File: src/rtl/waveform_stream_loader.sv
// Initiator-side writer for the waveform_stream buffer: issues the init request
// with a packed descriptor, then forwards exactly N source beats with tlast on the final one.
module waveform_stream_loader #(
  parameter int DATA_W = 32
) (
  input  logic                clk_in1,
  input  logic                reset,
  input  logic                start,
  input  logic [31:0]         cfg_num_words,
  input  logic [31:0]         cfg_wf_id,
  input  logic [31:0]         cfg_start_addr,
  output logic [127:0]        waveform_parameters,
  output logic                init_wf_write,
  input  logic                wf_write_ready,
  input  logic [DATA_W-1:0]   src_axis_tdata,
  input  logic                src_axis_tvalid,
  output logic                src_axis_tready,
  output logic [DATA_W-1:0]   wfin_axis_tdata,
  output logic                wfin_axis_tvalid,
  output logic                wfin_axis_tlast,
  output logic [DATA_W/8-1:0] wfin_axis_tkeep,
  input  logic                wfin_axis_tready,
  output logic                busy,
  output logic                done,
  output logic                err_start
);

  typedef enum logic [1:0] {IDLE, INIT, STREAM, FLUSH} state_t;

  state_t              state_reg, state_next;
  logic [31:0]         remaining_reg, remaining_next;
  logic [127:0]        params_reg, params_next;
  logic [DATA_W-1:0]   data_reg, data_next;
  logic                valid_reg, valid_next;
  logic                last_reg, last_next;
  logic                done_reg, done_next;
  logic                err_reg, err_next;
  logic                src_hs;
  logic                out_hs;

  // Source is only pulled while beats remain and the output stage can take one.
  assign src_axis_tready = (state_reg == STREAM) && (remaining_reg != 32'd0) &&
                           (!valid_reg || wfin_axis_tready);
  assign src_hs = src_axis_tvalid && src_axis_tready;
  assign out_hs = valid_reg && wfin_axis_tready;

  always_comb begin
    state_next     = state_reg;
    remaining_next = remaining_reg;
    params_next    = params_reg;
    data_next      = data_reg;
    valid_next     = valid_reg;
    last_next      = last_reg;
    done_next      = 1'b0;
    err_next       = 1'b0;
    case (state_reg)
      IDLE: begin
        if (start) begin
          if (cfg_num_words == 32'd0) begin
            err_next = 1'b1;
          end else begin
            params_next    = {32'd0, cfg_start_addr, cfg_wf_id, cfg_num_words};
            remaining_next = cfg_num_words;
            state_next     = INIT;
          end
        end
      end
      INIT: begin
        err_next = start;
        if (wf_write_ready) state_next = STREAM;
      end
      STREAM: begin
        err_next = start;
        if (out_hs) valid_next = 1'b0;
        if (src_hs) begin
          data_next      = src_axis_tdata;
          valid_next     = 1'b1;
          last_next      = (remaining_reg == 32'd1);
          remaining_next = remaining_reg - 32'd1;
          if (remaining_reg == 32'd1) state_next = FLUSH;
        end
      end
      FLUSH: begin
        err_next = start;
        if (out_hs) begin
          valid_next = 1'b0;
          last_next  = 1'b0;
          done_next  = 1'b1;
          state_next = IDLE;
        end
      end
      default: state_next = IDLE;
    endcase
  end

  always_ff @(posedge clk_in1 or posedge reset) begin
    if (reset) begin
      state_reg     <= IDLE;
      remaining_reg <= 32'd0;
      params_reg    <= 128'd0;
      data_reg      <= '0;
      valid_reg     <= 1'b0;
      last_reg      <= 1'b0;
      done_reg      <= 1'b0;
      err_reg       <= 1'b0;
    end else begin
      state_reg     <= state_next;
      remaining_reg <= remaining_next;
      params_reg    <= params_next;
      data_reg      <= data_next;
      valid_reg     <= valid_next;
      last_reg      <= last_next;
      done_reg      <= done_next;
      err_reg       <= err_next;
    end
  end

  assign waveform_parameters = params_reg;
  assign init_wf_write       = (state_reg == INIT);
  assign busy                = (state_reg != IDLE);
  assign done                = done_reg;
  assign err_start           = err_reg;
  assign wfin_axis_tdata     = data_reg;
  assign wfin_axis_tvalid    = valid_reg;
  assign wfin_axis_tlast     = last_reg;

  genvar gi;
  generate
    for (gi = 0; gi < DATA_W/8; gi++) begin : g_keep
      assign wfin_axis_tkeep[gi] = valid_reg;
    end
  endgenerate

endmodule

File: config.mk
export PLATFORM = sky130hd
export DESIGN_NAME = waveform_stream_loader
export DESIGN_NICKNAME = d
export VERILOG_FILES = /design/src/rtl/waveform_stream_loader.sv
export SDC_FILE = /design/constraint.sdc
export NUM_CORES = 1
export LEC_CHECK = 0
export ABC_AREA = 1
export CORE_MARGIN = 2
export CORE_UTILIZATION = 49
export DETAILED_ROUTE_END_ITERATION = 8
export PLACE_DENSITY = 0.83
export SETUP_SLACK_MARGIN = 0.02
export SYNTH_ARGS = -nofsm -noshare
export SYNTH_HDL_FRONTEND = slang
export SYNTH_SLANG_ARGS = --single-unit
File: constraint.sdc
create_clock -name clk_in1 -period 13.9 [get_ports clk_in1]
set_input_delay 2.085 -clock clk_in1 [delete_from_list [all_inputs] [get_ports clk_in1]]
set_output_delay 2.085 -clock clk_in1 [all_outputs]
set_load 0.005 [all_outputs]
==> impl_metrics.sql, run 1 <==
INSERT INTO impl_metrics (metric_group, metric, value, unit) VALUES
('finish', 'layoutNonFillerInstCount', '1568', ''),
('grt', 'maximum_number_of_pins_on_one_net_before_global_route_repair', '127', ''),
('yosys', 'synthDistinctLibCells', '29', ''),
('finish', 'final_nets', '1478', ''),
('yosys', 'synth_top_cell_area_share', '50.4', '%'),
('placement', 'detailedPlacementHpwl', '16.6', 'mm'),
('clocking', 'ctsHoldBuffers', '0', ''),
('sta', 'fin_worst_skew', '0.0101', 'ns'),
('yosys', 'synth_sequential_area_ratio', '50.4', '%'),
('yosys', 'synthArstFlopShare', '100', '%'),
('power_and_ir_drop', 'switchingPower', '898', 'uW'),
('drt', 'post-route-drc-count', '0', ''),
('sta', 'timing.fmax', '186', 'MHz'),
('critical_path', 'cp-start-kind', 'input pin', ''),
('yosys', 'syn-instance-count', '1088', ''),
('critical_path', 'cp_data_required_time', '11.81', 'ns'),
('drt', 'antenna_violating_nets_post_route', '0', ''),
('sta', 'report.final.hold_viol_count', '0', ''),
('sta', 'timing_max_transition_violations_final', '0', ''),
('clocking', 'clkSinkCount', '166', ''),
('clocking', 'ctsHtreeMaxLevel', '4', ''),
('yosys', 'avgSynthCellArea', '7.58', 'sq um'),
('drt', 'num_vias', '7554', ''),
('sta', 'setup_viol_count_final', '0', ''),
('yosys', 'synth.most_common_cell', 'sky130_fd_sc_hd__nand2_1', ''),
('power_and_ir_drop', 'share_seq_of_total_power', '36.1', '%'),
('placement', 'gp_congestion', '0.897', ''),
('drt', 'totalWireLength', '22.5', 'mm'),
('yosys', 'synth_edf_count', '0', ''),
('clocking', 'clk-insertion-delay-late', '0.43', 'ns'),
('sta', 'fin_crit', '5.39', 'ns'),
('worst_hold_path', 'worstHoldPathType', 'reg2reg', ''),
('power_and_ir_drop', 'powerDensity', '209', 'nW/um^2'),
('floorplanning', 'chip_height', '134', 'um'),
('clocking', 'cts_setup_buffers', '0', ''),
('critical_path', 'critPathArrivalTime', '3.30', 'ns'),
('grt', 'number_of_antenna_violations_at_the_first_check_in_global_routing', '0', ''),
('placement', 'dp.cells', '1537', ''),
('finish', 'largest_register_ff_count', '96', ''),
('power_and_ir_drop', 'internal-power', '1.50', 'mW'),
('run_status', 'outcome', 'finished clean', ''),
('grt', 'groute.usage.overall', '25.4', '%'),
('finish', 'fillCellCount', '1280', ''),
('clocking', 'cts_buf_count', '17', ''),
('yosys', 'yosys-top-cells-area', 'sky130_fd_sc_hd__dfrtp_1 (50%), sky130_fd_sc_hd__nand2_1 (15%), sky130_fd_sc_hd__o21ai_0 (9.9%)', ''),
('floorplanning', 'fp-row-count', '47', ''),
('clocking', 'tritoncts_clock_tree', 'yes', ''),
('drt', 'met3_length', '1.47', 'mm'),
('power_and_ir_drop', 'pwr-share-clk', '18.9', '%'),
('power_and_ir_drop', 'power_share_of_the_combinational_group', '45.0', '%'),
('yosys', 'synth_flop_cell', 'sky130_fd_sc_hd__dfrtp_1', ''),
('drt', 'first_pass_iters', '6', ''),
('yosys', 'yosys-top-cells-count', 'sky130_fd_sc_hd__nand2_1 (333), sky130_fd_sc_hd__dfrtp_1 (166), sky130_fd_sc_hd__inv_1 (164)', ''),
('power_and_ir_drop', 'leakage', '5.73', 'nW'),
('drt', 'iteration_0_drc_count_of_the_detailed_router', '533', ''),
('floorplanning', 'die_w', '134', 'um'),
('drt', 'top_layer', 'met4', ''),
('yosys', 'postSynthRegisterBits', '166', ''),
('critical_path', 'timing_worst_setup_path_type', 'in2out', ''),
('sta', 'hold_slack', '0.482', 'ns'),
('finish', 'syn_to_final_growth', '39.5', '%'),
('sta', 'max_slew_margin', '31.1', '%'),
('power_and_ir_drop', 'largest_vdd_supply_drop', '0.121', 'mV'),
('drt', 'routed_via_count_divided_by_cell_count', '4.82', ''),
('drt', 'wl_per_cell', '14.4', 'um'),
('power_and_ir_drop', 'sw_frac_of_total', '37.4', '%'),
('yosys', 'synth_largest_area_cell', 'sky130_fd_sc_hd__dfrtp_1', ''),
('run', 'max_cap_violations', '0', ''),
('critical_path', 'worst-path-max-fanout', '3', ''),
('clocking', 'cts_repair_resize_count', '0', ''),
('clocking', 'cts-root-buf', 'sky130_fd_sc_hd__clkbuf_16', '');
-- path summary, 6_finish.rpt --
kind / from / endpoint / depth (start not counted) / slack, ns
setup / recovery: wfin_axis_tready / src_axis_tready / 4 / 8.51
hold / removal: wfin_axis_tdata[4]$_DFFE_PP0P_ / wfin_axis_tdata[4]$_DFFE_PP0P_ / 2 / 0.48
setup reg to reg: state_reg[0]$_DFFE_PP0P_ / remaining_reg[14]$_DFFE_PP0P_ / 11 / 10.68
hold reg to reg: wfin_axis_tdata[4]$_DFFE_PP0P_ / wfin_axis_tdata[4]$_DFFE_PP0P_ / 2 / 0.48
max in group asynchronous: reset / waveform_parameters[26]$_DFFE_PP0P_ / 3 / 10.21
min in group asynchronous: reset / waveform_parameters[77]$_DFFE_PP0P_ / 2 / 2.21
-- placed cells by master, fill, tap and decap left out, types with 12 or more instances in the layout --
cell / n
sky130_fd_sc_hd__nor2_1: 77
sky130_fd_sc_hd__clkdlybuf4s50_1: 272
sky130_fd_sc_hd__nand2_1: 333
sky130_fd_sc_hd__inv_2: 12
sky130_fd_sc_hd__o21ai_0: 163
sky130_fd_sc_hd__clkbuf_16: 17
sky130_fd_sc_hd__dfrtp_1: 166
sky130_fd_sc_hd__nand3_1: 44
sky130_fd_sc_hd__conb_1: 32
sky130_fd_sc_hd__inv_1: 163
-- layer usage --
metal | vias to the layer above | global-route usage [%]
met2 | 289 | 42.3
met4 | 0 | 11.0
met1 | 3456 | 31.8
met5 | - | 0
met3 | 55 | 5.97
li1 | 3754 | -
-- stage by stage --
| stage | total power, mW | setup WS, ns | instance area (sq um) | utilization [%] |
|---|---|---|---|---|
| 2_1_floorplan | 1.41 | 7.32 | 8360 | - |
| 3_3_place_gp | 1.91 | 8.56 | 10900 | 66.2 |
| 3_5_place_dp | 1.95 | 8.51 | 10900 | 66.2 |
| 4_1_cts | 2.41 | 8.51 | 11500 | 69.6 |
| 5_1_grt | 2.59 | 8.46 | 11500 | 69.6 |
| 6_report | 2.40 | 8.51 | 11500 | 69.6 |
-- power by group through the flow --
| stage | logic, mW | registers (mW) | clock network (mW) |
|---|---|---|---|
| 2_1_floorplan | 0.542 | 0.865 | 0 |
| 3_3_place_gp | 1.05 | 0.860 | 0 |
| 3_5_place_dp | 1.08 | 0.869 | 0 |
| 4_1_cts | 1.08 | 0.865 | 0.460 |
| 5_1_grt | 1.21 | 0.897 | 0.482 |
| 6_report | 1.08 | 0.866 | 0.455 |
-- area by class of cell --
type                    instances  area [sq um]  area share, %
flip-flops and latches        166          4150           36.1
well taps                     220           275           2.39
repair buffers                276          2750           23.9
clock buffers                  19           443           3.85
inverters                     176           666           5.79
multi-input cells             699          3090           26.9
clock inverters                12           121           1.06
-- critical path, cell delays in order --
cell,delay (ns)
sky130_fd_sc_hd__clkdlybuf4s50_1,0.50
sky130_fd_sc_hd__nor2_1,0.08
sky130_fd_sc_hd__nor2_1,0.12
sky130_fd_sc_hd__clkdlybuf4s50_1,0.52
-- cell families after synthesis --
logic type / count (synthesis) / share of synthesized area [%]
AND/OR/NAND/NOR: 475 / 23.1
buffers and inverters: 254 / 13.7
AO/OA/AOI/OAI: 179 / 11.0
flip-flops: 166 / 50.4
adder cells (fa/ha/maj): 8 / 1.21
XOR/XNOR: 5 / 0.531
other: 1 / 0.0455
(Power assumes the default switching activity.)
==> run 2: changes to the inputs <==
Settings changed: CORE_UTILIZATION 49 to 45, PLACE_DENSITY 0.83 to 0.77.
Clock period 13.9 ns to 5.33 ns, I/O delays scaled along.
==> impl_metrics.sql, run 2 (synthesized netlist as in run 1, its figures left out) <==
INSERT INTO impl_metrics (metric_group, metric, value, unit) VALUES
('sta', 'period_share', '64.5', '%'),
('power_and_ir_drop', 'powerDensity', '542', 'nW/um^2'),
('critical_path', 'cp-start-kind', 'input pin', ''),
('clocking', 'ctsHoldBuffers', '0', ''),
('finish', 'fin_area', '11500', 'sq um'),
('placement', 'gp_congestion', '0.933', ''),
('sta', 'timing_worst_slew_pin_value', '1.02', 'ns'),
('clocking', 'tritoncts_clock_tree', 'yes', ''),
('power_and_ir_drop', 'leakage', '5.74', 'nW'),
('grt', 'grt_remaining_overflow', '0', ''),
('critical_path', 'timing.rr.end', 'remaining_reg[3]$_DFFE_PP0P_', ''),
('clocking', 'cts_buf_count', '17', ''),
('clocking', 'clkSinkCount', '166', ''),
('critical_path', 'worst_path_most_repeated_cell', 'sky130_fd_sc_hd__nor2_1', ''),
('grt', 'grt_pass1_vias', '7278', ''),
('critical_path', 'crit_path_cell_trace', 'clkdlybuf4s50_1 -> nor2_1 -> nand2_1 -> nor2_1 -> nand4_1 -> nand3_4 -> buf_4 -> o21ai_0', ''),
('drt', 'totalWireLength', '22.7', 'mm'),
('floorplanning', 'fp-row-count', '49', ''),
('floorplanning', 'die_w', '139', 'um'),
('finish', 'layout.cells.most_common', 'sky130_fd_sc_hd__nand2_1', ''),
('critical_path', 'r2r_cells', '8', ''),
('worst_hold_path', 'min_path_cells', '2', ''),
('critical_path', 'end_kind', 'flop', ''),
('worst_hold_path', 'min_delay_worst_endpoint', 'remaining_reg[1]$_DFFE_PP0P_', ''),
('floorplanning', 'design.core.area', '18000', 'sq um'),
('grt', 'number_of_antenna_violations_at_the_first_check_in_global_routing', '0', ''),
('clocking', 'clk-insertion-delay-late', '0.43', 'ns'),
('worst_hold_path', 'timing.hold.worst.start', 'remaining_reg[1]$_DFFE_PP0P_', ''),
('critical_path', 'worst_path_largest_cell_delay', '0.86', 'ns'),
('critical_path', 'reg2reg_slack', '2.68', 'ns'),
('critical_path', 'worst-path-max-fanout', '122', ''),
('critical_path', 'timing_worst_setup_path_type', 'in2reg', ''),
('clocking', 'clk_pin_slew', '0.07', 'ns'),
('critical_path', 'slowest_stage', 'sky130_fd_sc_hd__buf_4', ''),
('clocking', 'ctsHtreeMaxLevel', '4', ''),
('finish', 'syn_to_final_growth', '39.7', '%'),
('drt', 'iteration_0_drc_count_of_the_detailed_router', '580', ''),
('drt', 'wl_per_cell', '14.4', 'um'),
('sta', 'report.final.hold_viol_count', '0', ''),
('finish', 'n_antenna_cell', '0', ''),
('floorplanning', 'pin_count', '305', ''),
('drt', 'num_vias', '7529', ''),
('run_status', 'outcome', 'finished clean', ''),
('clocking', 'max-clock-path-buffers', '2', ''),
('grt', 'groute.usage.overall', '23.8', '%'),
('floorplanning', 'chip_height', '139', 'um'),
('clocking', 'cts_setup_buffers', '0', ''),
('sta', 'rsz_0062_raised_after_global_routing', 'false', ''),
('finish', 'layout-drive-gt1-share', '4.67', '%'),
('sta', 'setup_viol_count_final', '0', ''),
('sta', 'timing_max_transition_violations_final', '0', ''),
('run', 'max_cap_violations', '0', ''),
('drt', 'routed_via_count_divided_by_cell_count', '4.77', ''),
('finish', 'final_nets', '1479', ''),
('drt', 'post-route-drc-count', '0', ''),
('drt', 'first_pass_iters', '8', ''),
('grt', 'maximum_number_of_pins_on_one_net_before_global_route_repair', '123', ''),
('sta', 'hold_slack', '0.480', 'ns'),
('drt', 'antenna_violating_nets_post_route', '0', ''),
('clocking', 'cts-root-buf', 'sky130_fd_sc_hd__clkbuf_16', ''),
('critical_path', 'cp_data_required_time', '5.59', 'ns'),
('finish', 'mostFrequentLayoutCells', 'sky130_fd_sc_hd__nand2_1 (333), sky130_fd_sc_hd__clkdlybuf4s50_1 (272), sky130_fd_sc_hd__dfrtp_1 (166), sky130_fd_sc_hd__inv_1 (163), sky130_fd_sc_hd__o21ai_0 (163)', ''),
('critical_path', 'worst_setup_path_startpoint', 'cfg_num_words[0]', ''),
('finish', 'largest_register_ff_count', '96', ''),
('critical_path', 'critPathArrivalTime', '3.70', 'ns'),
('floorplanning', 'die-area', '19400', 'sq um'),
('critical_path', 'rr_startpoint', 'state_reg[1]$_DFFE_PP0P_', ''),
('placement', 'placement.cell_area', '11000', 'sq um'),
('worst_hold_path', 'worstHoldPathType', 'reg2reg', ''),
('power_and_ir_drop', 'largest_vdd_supply_drop', '0.281', 'mV'),
('sta', 'max_slew_margin', '31.7', '%'),
('sta', 'timing.fmax', '291', 'MHz'),
('grt', 'global_route_wire_length_before_repair', '37.4', 'mm'),
('clocking', 'cts_repair_resize_count', '0', ''),
('sta', 'fin_tns_setup', '0', 'ns'),
('sta', 'fin_crit', '3.44', 'ns'),
('placement', 'place.port_buffers', '272', ''),
('sta', 'fin_worst_skew', '0.0163', 'ns'),
('placement', 'detailedPlacementHpwl', '16.9', 'mm'),
('floorplanning', 'floorplan.initialDensity', '45.9', '%');
run 2: layer usage:
layer | share of wire, % | up-vias | GRT usage [%]
met5 | 0 | - | 0
li1 | - | 3760 | -
met3 | 6.7 | 35 | 5.26
met2 | 49 | 281 | 39.9
met4 | 2.3 | 0 | 7.34
met1 | 42 | 3453 | 31.1
run 2: worst max-delay path, delay by kind of cell:
| kind | cells | cell delay, ns |
|---|---|---|
| compound gates | 1 | 0.21 |
| simple gates | 5 | 1.28 |
| buf+inv | 2 | 1.30 |
run 2: power by group:
group	leakage, nW	switching [mW]	internal (mW)
clock network	0.268	0.526	0.661
logic	3.40	1.40	1.40
registers	2.07	0.407	1.85
run 2: how the worst max path moves through the flow:
stage	endpoint	cells after the start	slack [ns]
final	waveform_parameters[86]$_DFFE_PP0P_	8	1.89
after global routing	waveform_parameters[2]$_DFFE_PP0P_	8	1.61
after CTS	waveform_parameters[81]$_DFFE_PP0P_	8	1.96
after detailed placement	waveform_parameters[81]$_DFFE_PP0P_	8	1.53
after global placement	waveform_parameters[81]$_DFFE_PP0P_	8	1.58
after floorplan	done$_DFF_PP0_	1	0.04
run 2: cell type report:
cell class / count / area [sq um]
clock buffer: 19 / 443
clock inverter: 12 / 121
fill: 1520 / 6440
inverter: 176 / 666
multi-input combinational: 699 / 3090
sequential: 166 / 4150
tap: 229 / 287
timing repair buffer: 277 / 2760
run 2: stage by stage:
step / power, mW / util (%) / std cells / worst slack [ns]
3_3_place_gp: 5.00 / 61.0 / 1547 / 1.58
5_1_grt: 6.75 / 64.1 / 1578 / 1.61
6_report: 6.24 / 64.1 / 1578 / 1.89
2_1_floorplan: 3.67 / - / 1119 / 0.0405
4_1_cts: 6.28 / 64.1 / 1578 / 1.96
3_5_place_dp: 5.07 / 61.0 / 1547 / 1.53
==> run 3: changes to the inputs <==
Settings changed: CORE_UTILIZATION 45 to 41, PLACE_DENSITY 0.77 to 0.74.
Clock period 5.33 ns to 2.9 ns, I/O delays scaled along.
==> impl_metrics.sql, run 3 (synthesized netlist as in run 1, its figures left out) <==
INSERT INTO impl_metrics (metric_group, metric, value, unit) VALUES
('run_status', 'outcome', 'finished clean', ''),
('floorplanning', 'fp-row-count', '51', ''),
('sta', 'fin_crit', '2.60', 'ns'),
('clocking', 'clk_pin_slew', '0.06', 'ns'),
('finish', 'largest_register_ff_count', '96', ''),
('finish', 'fin_area', '11700', 'sq um'),
('critical_path', 'timing_worst_setup_path_type', 'reg2out', ''),
('clocking', 'tritoncts_clock_tree', 'yes', ''),
('grt', 'number_of_antenna_violations_at_the_first_check_in_global_routing', '0', ''),
('critical_path', 'cp-start-kind', 'flop', ''),
('grt', 'global_route_wire_length_before_repair', '38.1', 'mm'),
('floorplanning', 'design.core.area', '19600', 'sq um'),
('finish', 'n_antenna_cell', '0', ''),
('clocking', 'ctsHtreeMaxLevel', '4', ''),
('critical_path', 'slowest_stage', 'sky130_fd_sc_hd__clkdlybuf4s50_1', ''),
('critical_path', 'crit_path_cell_trace', 'inv_1 -> ha_1 -> inv_1 -> nor2_1 -> nand2_1 -> nor2_1 -> nand2_2 -> nand2_1 -> nor2_1 -> clkdlybuf4s50_1', ''),
('drt', 'post-route-drc-count', '0', ''),
('power_and_ir_drop', 'internal-power', '7.43', 'mW'),
('clocking', 'cts_setup_buffers', '0', ''),
('grt', 'grt_remaining_overflow', '0', ''),
('finish', 'mostFrequentLayoutCells', 'sky130_fd_sc_hd__nand2_1 (333), sky130_fd_sc_hd__clkdlybuf4s50_1 (272), sky130_fd_sc_hd__dfrtp_1 (166), sky130_fd_sc_hd__inv_1 (163), sky130_fd_sc_hd__o21ai_0 (163)', ''),
('drt', 'totalWireLength', '23.6', 'mm'),
('finish', 'fillCellCount', '1713', ''),
('finish', 'syn_to_final_growth', '42.0', '%'),
('sta', 'period_share', '89.5', '%'),
('drt', 'wl_per_cell', '14.6', 'um'),
('critical_path', 'worst_path_most_repeated_cell', 'sky130_fd_sc_hd__nor2_1', ''),
('clocking', 'clk-insertion-delay-late', '0.43', 'ns'),
('critical_path', 'cp_data_required_time', '2.47', 'ns'),
('drt', 'antenna_violating_nets_post_route', '0', ''),
('drt', 'first_pass_iters', '5', ''),
('clocking', 'cts_buf_count', '17', ''),
('sta', 'max_slew_margin', '54.3', '%'),
('sta', 'timing_worst_slew_pin_value', '0.684', 'ns'),
('sta', 'rsz_0062_raised_after_global_routing', 'false', ''),
('finish', 'layout.cells.most_common', 'sky130_fd_sc_hd__nand2_1', ''),
('power_and_ir_drop', 'power_share_of_the_combinational_group', '45.1', '%'),
('clocking', 'clkSinkCount', '166', ''),
('critical_path', 'critPathArrivalTime', '2.16', 'ns'),
('power_and_ir_drop', 'powerDensity', '1010', 'nW/um^2'),
('placement', 'gp_congestion', '0.859', ''),
('sta', 'timing_max_transition_violations_final', '0', ''),
('finish', 'layout-drive-gt1-share', '5.09', '%'),
('floorplanning', 'die_w', '146', 'um'),
('drt', 'iteration_0_drc_count_of_the_detailed_router', '563', ''),
('power_and_ir_drop', 'sw_frac_of_total', '36.9', '%'),
('clocking', 'ctsHoldBuffers', '0', ''),
('power_and_ir_drop', 'share_seq_of_total_power', '35.2', '%'),
('worst_hold_path', 'worstHoldPathType', 'in2async', ''),
('power_and_ir_drop', 'switchingPower', '4.35', 'mW'),
('sta', 'fin_worst_skew', '0.0200', 'ns'),
('power_and_ir_drop', 'leakage', '5.82', 'nW'),
('critical_path', 'worst-path-max-fanout', '4', ''),
('floorplanning', 'chip_height', '146', 'um'),
('drt', 'routed_via_count_divided_by_cell_count', '4.63', ''),
('grt', 'groute.usage.overall', '22.4', '%'),
('clocking', 'cts-root-buf', 'sky130_fd_sc_hd__clkbuf_16', ''),
('critical_path', 'end_kind', 'primary output', ''),
('drt', 'num_vias', '7504', ''),
('placement', 'placement.cell_area', '11100', 'sq um'),
('sta', 'fin_tns_setup', '0', 'ns'),
('finish', 'final_nets', '1485', ''),
('placement', 'place.port_buffers', '272', ''),
('floorplanning', 'floorplan.initialDensity', '42.1', '%'),
('grt', 'grt_pass1_vias', '7233', ''),
('clocking', 'cts_repair_resize_count', '0', ''),
('run', 'max_cap_violations', '0', ''),
('sta', 'timing.fmax', '385', 'MHz'),
('placement', 'detailedPlacementHpwl', '17.7', 'mm'),
('grt', 'maximum_number_of_pins_on_one_net_before_global_route_repair', '106', ''),
('power_and_ir_drop', 'pwr-share-clk', '19.8', '%'),
('sta', 'report.final.hold_viol_count', '0', ''),
('floorplanning', 'pin_count', '305', ''),
('critical_path', 'worst_path_largest_cell_delay', '0.47', 'ns'),
('sta', 'setup_viol_count_final', '0', ''),
('power_and_ir_drop', 'largest_vdd_supply_drop', '0.491', 'mV'),
('finish', 'post-route-util', '59.8', '%'),
('floorplanning', 'die-area', '21300', 'sq um'),
('clocking', 'max-clock-path-buffers', '2', '');
-- run 3: worst paths after layout --
check | startpoint | end | cells after the start | slack [ns]
setup reg to reg | remaining_reg[0]$_DFFE_PP0P_ | state_reg[1]$_DFFE_PP0P_ | 12 | 0.68
max in group asynchronous | reset | remaining_reg[11]$_DFFE_PP0P_ | 3 | 1.73
setup / recovery | remaining_reg[0]$_DFFE_PP0P_ | src_axis_tready | 10 | 0.30
min in group clk_in1 | wfin_axis_tdata[28]$_DFFE_PP0P_ | wfin_axis_tdata[28]$_DFFE_PP0P_ | 2 | 0.48
hold / removal | reset | waveform_parameters[25]$_DFFE_PP0P_ | 2 | 0.48
hold reg to reg | wfin_axis_tdata[28]$_DFFE_PP0P_ | wfin_axis_tdata[28]$_DFFE_PP0P_ | 2 | 0.48
-- run 3: final cells by class --
type | count | area (sq um) | share of cell area (%)
inverter | 176 | 664 | 5.68
clock inverter | 13 | 171 | 1.46
timing repair buffer | 283 | 2870 | 24.5
sequential | 166 | 4150 | 35.5
multi-input combinational | 699 | 3090 | 26.4
clock buffer | 18 | 429 | 3.67
tap | 265 | 332 | 2.83
-- run 3: worst max-delay path, delay by kind of cell, from the launching register on --
| family | cells | cell delay [ns] |
|---|---|---|
| AND/OR/NAND/NOR | 6 | 0.54 |
| buffers and inverters | 3 | 0.64 |
| flip-flops | 1 | 0.40 |
| adder cells (fa/ha/maj) | 1 | 0.15 |
-- run 3: metal layers --
layer | vias up | global-route usage (%) | wire [um]
met5 | - | 0 | 0
met4 | 0 | 10.1 | 893
met3 | 52 | 4.67 | 1420
met2 | 263 | 37.6 | 11400
met1 | 3413 | 28.0 | 9920
li1 | 3776 | - | -
-- run 3: per-stage QoR --
step / setup slack (ns) / total power, mW / std cells / hold WS (ns)
CTS: 0.257 / 11.8 / 1620 / 0.489
global route: 0.174 / 12.7 / 1620 / 0.501
detailed placement: 0.126 / 9.46 / 1589 / 0.472
floorplan: 0.352 / 6.75 / 1119 / 0.449
global placement: 0.169 / 9.31 / 1589 / 0.464
finish: 0.304 / 11.8 / 1620 / 0.482
-- run 3: power by group through the flow --
stage	Combinational (mW)	Clock, mW	Sequential, mW
floorplan	2.60	0	4.15
global placement	5.19	0	4.12
detailed placement	5.31	0	4.15
CTS	5.35	2.37	4.13
global route	5.92	2.46	4.30
finish	5.31	2.33	4.14
